File: src/rtl/ldpc_enc_top_if.sv
// Encoder bus: start/message handshake, codeword output and P-matrix ROM read port.
// master = requester plus ROM side, slave = the encoder.
interface ldpc_enc_top_if #(
  parameter int unsigned K  = 128,
  parameter int unsigned AW = 7
);
  logic           work;
  logic [K-1:0]   msg;
  logic           free;
  logic [2*K-1:0] enout;
  logic           valid;
  logic           rom_en;
  logic [AW-1:0]  rom_addr;
  logic [K-1:0]   rom_data;

  modport master (
    output work, msg, rom_data,
    input  free, enout, valid, rom_en, rom_addr
  );

  modport slave (
    input  work, msg, rom_data,
    output free, enout, valid, rom_en, rom_addr
  );
endinterface

File: src/rtl/ldpc_enc_top.sv
// Systematic rate-1/2 LDPC encoder: parity = XOR of P rows selected by message bits,
// one row per cycle from a 1-cycle-latency ROM; emits {parity, message}.
module ldpc_enc_top #(
  parameter int unsigned K  = 128,
  parameter int unsigned AW = 7
) (
  input  logic          clk,
  input  logic          rst,
  ldpc_enc_top_if.slave bus
);

  typedef enum logic [1:0] {StIdle, StFetch, StDrain} state_e;

  localparam logic [AW:0] LastRow = (AW+1)'(K - 1);

  state_e         r_state, w_state_d;
  logic [AW:0]    r_cnt;
  logic [K-1:0]   r_msg_buf;
  logic [K-1:0]   r_par;
  logic [K-1:0]   w_par_acc;
  logic [2*K-1:0] r_enout;
  logic           r_valid;
  logic [AW-1:0]  r_addr_hold;
  logic           r_rd_vld;
  logic [AW-1:0]  r_rd_row;
  logic           w_accept;
  logic           w_fetch;
  logic           w_last;

  always_comb begin
    w_fetch   = (r_state == StFetch);
    w_accept  = (r_state == StIdle) && bus.work;
    w_last    = w_fetch && (r_cnt == LastRow);
    w_state_d = r_state;
    unique case (r_state)
      StIdle:  if (w_accept) w_state_d = StFetch;
      StFetch: if (w_last)   w_state_d = StDrain;
      StDrain: w_state_d = StIdle;
      default: w_state_d = StIdle;
    endcase
  end

  // Row data lands one cycle after its read; r_rd_row says which message bit gates it.
  always_comb begin
    w_par_acc = r_par;
    if (r_rd_vld && r_msg_buf[r_rd_row]) begin
      w_par_acc = r_par ^ bus.rom_data;
    end
  end

  always_ff @(posedge clk or posedge rst) begin
    if (rst) begin
      r_state     <= StIdle;
      r_cnt       <= '0;
      r_msg_buf   <= '0;
      r_par       <= '0;
      r_enout     <= '0;
      r_valid     <= 1'b0;
      r_addr_hold <= '0;
      r_rd_vld    <= 1'b0;
      r_rd_row    <= '0;
    end else begin
      r_state  <= w_state_d;
      r_rd_vld <= w_fetch;
      r_rd_row <= r_cnt[AW-1:0];
      r_valid  <= (r_state == StDrain);
      if (w_accept) begin
        r_msg_buf <= bus.msg;
        r_par     <= '0;
        r_cnt     <= '0;
      end else begin
        r_par <= w_par_acc;
      end
      if (w_fetch) begin
        r_cnt       <= r_cnt + 1'b1;
        r_addr_hold <= r_cnt[AW-1:0];
      end
      if (r_state == StDrain) begin
        r_enout <= {w_par_acc, r_msg_buf};
      end
    end
  end

  // Outside FETCH the address port keeps showing the last row requested.
  assign bus.free     = (r_state == StIdle);
  assign bus.valid    = r_valid;
  assign bus.enout    = r_enout;
  assign bus.rom_en   = w_fetch;
  assign bus.rom_addr = w_fetch ? r_cnt[AW-1:0] : r_addr_hold;

endmodule

File: src/flat_wrapper.sv
// flat-port wrapper written by rule: the top's interface ports become plain ports
module ldpc_enc_top_flat 
#(
  parameter int unsigned K  = 128,
  parameter int unsigned AW = 7
)
  (clk, rst, bus_work, bus_msg, bus_rom_data, bus_free, bus_enout, bus_valid, bus_rom_en, bus_rom_addr);
  ldpc_enc_top_if #(.K(K), .AW(AW)) bus_i ();
  input  logic clk;
  input  logic rst;
  input wire logic [$bits(bus_i.work)-1:0] bus_work;
  input wire logic [$bits(bus_i.msg)-1:0] bus_msg;
  input wire logic [$bits(bus_i.rom_data)-1:0] bus_rom_data;
  output wire logic [$bits(bus_i.free)-1:0] bus_free;
  output wire logic [$bits(bus_i.enout)-1:0] bus_enout;
  output wire logic [$bits(bus_i.valid)-1:0] bus_valid;
  output wire logic [$bits(bus_i.rom_en)-1:0] bus_rom_en;
  output wire logic [$bits(bus_i.rom_addr)-1:0] bus_rom_addr;
  assign bus_i.work = bus_work;
  assign bus_i.msg = bus_msg;
  assign bus_i.rom_data = bus_rom_data;
  assign bus_free = bus_i.free;
  assign bus_enout = bus_i.enout;
  assign bus_valid = bus_i.valid;
  assign bus_rom_en = bus_i.rom_en;
  assign bus_rom_addr = bus_i.rom_addr;
  ldpc_enc_top #(.K(K), .AW(AW)) u_core (.clk(clk), .rst(rst), .bus(bus_i));
endmodule
File: config.mk
export PLATFORM = sky130hd
export DESIGN_NAME = ldpc_enc_top_flat
export DESIGN_NICKNAME = d
export VERILOG_FILES = /design/src/rtl/ldpc_enc_top_if.sv /design/src/rtl/ldpc_enc_top.sv /design/src/flat_wrapper.sv
export SDC_FILE = /design/constraint.sdc
export NUM_CORES = 1
export LEC_CHECK = 0
export CORE_UTILIZATION = 50
export CTS_CLUSTER_DIAMETER = 100
export DETAILED_ROUTE_END_ITERATION = 10
export HOLD_SLACK_MARGIN = 0.12
export PLACE_DENSITY_LB_ADDON = 0.15
export SLEW_MARGIN = 20
export SYNTH_ARGS = -nofsm -noshare
export SYNTH_HDL_FRONTEND = slang
export SYNTH_SLANG_ARGS = --single-unit
File: constraint.sdc
create_clock -name clk -period 23.2 [get_ports clk]
set_input_delay 4.64 -clock clk [delete_from_list [all_inputs] [get_ports clk]]
set_output_delay 4.64 -clock clk [all_outputs]
set_load 0.1 [all_outputs]
==> reports/qor.txt <==
DRT iter0 DRCs: 1393
Setup violators final: 0
Status: finished clean
Final TNS setup: 0 ns
FILL cells: 3318
Die H: 214 um
Cell Pwr Density: 66.3 nW/um2
Gr ovfl total: 0
Row cnt: 77
Fin. max-slew vios: 0
LEAKAGE: 14.1 nW
GPL Wtd Cong: 0.838
Share of synthesized registers carrying an async set or reset: 100%
CTS max path bufs: 3
Antenna violations before repair: 14
Critical path fanouts, max: 17
Final hold violations: 0
EDFF count, synth: 0
Clock slew at the register clock pins of the worst setup and hold paths: 0.06 ns
Pin count of the biggest net entering global routing: 226
Period utilisation layout: 34.7%
Initial Util: 50.8%
Yosys top cell by area: dfrtp_1
Layout cells sized above 1: 10.3%
Setup crit start kind: register
Synthesized area: 22500 um2
Postcts setup bufs: 0
Cells after Synth: 2116
Maximum capacitance violations: 0
First-pass GRT wire length: 101 mm
Max transition margin: 22.6%
Post-DP Area: 28100 um2
Ports: 525
Top FF cell, synth: dfrtp_1
DR pass1 iterations: 5
Die ar.: 45900 um2
PortBufs: 524
Post-Syn Nets: 2376
Die W: 214 um
Cells after DPL: 3105
Clock Sink Count: 538
Finished Cell Area: 30200 um2
Peak supply drop: 0.0634 mV
Total global-route track usage: 27.8%
Yosys synthesis warning count: 0
Synth-to-Final Area Change: 33.9%
Vias: 17700
Post-CTS Resized: 0
Final Util: 68.1%
Share of the yosys chip area belonging to registers: 59.8%
Commonest cells post-synth: 548 x nand2_1, 538 x dfrtp_1, 130 x nor2_1
Worst-Margin Slew: 1.16 ns
Total power: 2.00 mW
CP Capture Type: output port
Post-DRT Antenna Nets: 0
RSZ-0062 raised after global routing: false
Critical path arrival: 3.40 ns
Sequential Area: 13500 um2
Hold Path Class: reg2reg
Worst path required time: 18.56 ns
Clock Tree Root: clkbuf_16
Tmin final: 8.04 ns
Later-pin clock latency in the skew report: 0.60 ns
Multi-input logic area: 8460 um2
Post-synth cell types: 48
Detailed Route WL: 63.8 mm
TritonCTS clock tree: done
Core footprint: 44300 um2
Detailed Place HPWL: 41.7 mm
DR WL/cell: 19.8 um
Area share of the largest cell type after synthesis: 59.8%
Avg Cell Area, Syn: 10.6 um2
Final net count: 2831
Most numerous cell in the Yosys netlist: nand2_1
Ranking of synthesized cells by area: dfrtp_1 60%, nand2_1 9.1%, mux2_2 6.5%, or3_1 3.6%, a31oi_1 3.6%
Crit Path Category: reg2out
Vias in the first global route: 18200
Non-filler cells, final: 3219
Yosys reg bits: 538
Num CTS Buffers: 55
DR vias/cell: 5.49
Clk_skew: 0.00998 ns
H-Tree Depth: 2
Cts hold-fix bufs: 0
F_max: 0.124 GHz
Drt drc: 0
## flip-flops by register name, indices dropped and copies added (netlist names)
signal and cells:
u_core.r_addr_hold 7, u_core.r_par 128, u_core.bus.enout 256, u_core.r_msg_buf 128, u_core.r_rd_vld 1, u_core.r_rd_row 7, u_core.bus.valid 1, u_core.r_state 2
u_core.r_cnt 8
## cell usage in the layout, fill, tap and decap left out, drive strengths merged, types with 23 or more instances in the layout
cell type	instances
nand2	548
dfrtp	538
clkdlybuf4s50	524
o21ai	134
nor2	130
or3	129
mux2	129
a31oi	128
a21boi	128
clkbuf	70
mux2i	28
mux4	23
## area by class of cell
cell class | count | share of cell area, %
diodes | 13 | 0.108
multi-input cells | 1432 | 28.0
flip-flops and latches | 538 | 44.7
inverters | 5 | 0.112
well taps | 592 | 2.46
repair buffers | 539 | 17.9
clock inverters | 30 | 1.63
clock buffers | 70 | 5.09
## power breakdown
| group | switching [mW] | internal, mW |
|---|---|---|
| Combinational | 0.0303 | 0.0413 |
| Sequential | 0 | 0.938 |
| Clock | 0.377 | 0.612 |
## worst max-delay path, cell delays in order (launching register included)
cell	delay, ns
dfrtp_1	0.41
nand2b_1	0.44
inv_1	0.42
nand2_1	0.22
nand2_1	0.12
clkdlybuf4s50_1	1.18
## worst paths after layout
| kind | from | end | slack (ns) | depth (start not counted) |
|---|---|---|---|---|
| worst max-delay path | u_core.r_state[1] | bus_rom_addr[5] | 15.16 | 5 |
| worst min-delay path | u_core.r_cnt[1] | u_core.r_rd_row[1] | 0.46 | 0 |
| worst max register to register | u_core.r_rd_row[1] | u_core.r_par[55] | 18.18 | 10 |
| worst min register to register | u_core.r_cnt[1] | u_core.r_rd_row[1] | 0.46 | 0 |
| max in group asynchronous | rst | u_core.r_rd_vld | 16.27 | 4 |
| min in group asynchronous | rst | u_core.bus.enout[0] | 4.62 | 2 |
## routing by layer
metal | vias up | GRT usage (%) | routed length [um]
li1 | 8229 | - | -
met4 | 2 | 14.3 | 3120
met2 | 558 | 43.8 | 30000
met5 | - | 0 | 13
met1 | 8747 | 35.3 | 25700
met3 | 142 | 7.76 | 4950
## per-stage QoR
| stage | worst slack [ns] | hold slack (ns) |
|---|---|---|
| 3_5_place_dp | 15.10 | 0.444 |
| 3_3_place_gp | 15.17 | 0.437 |
| 4_1_cts | 15.14 | 0.460 |
| 6_report | 15.16 | 0.463 |
| 5_1_grt | 14.95 | 0.475 |
| 2_1_floorplan | 3.52 | 0.406 |
## cell families after synthesis
family	Yosys count	synth area share (%)
and+or+nand+nor	838	15.7
DFF	538	59.8
muxes	180	9.99
xor gates and xnor gates	1	0.0389
buffers and inverters	146	2.74
adders and majority gates	1	0.0555
AOI/OAI and AO/OA	412	11.7
(Power assumes the default switching activity.)
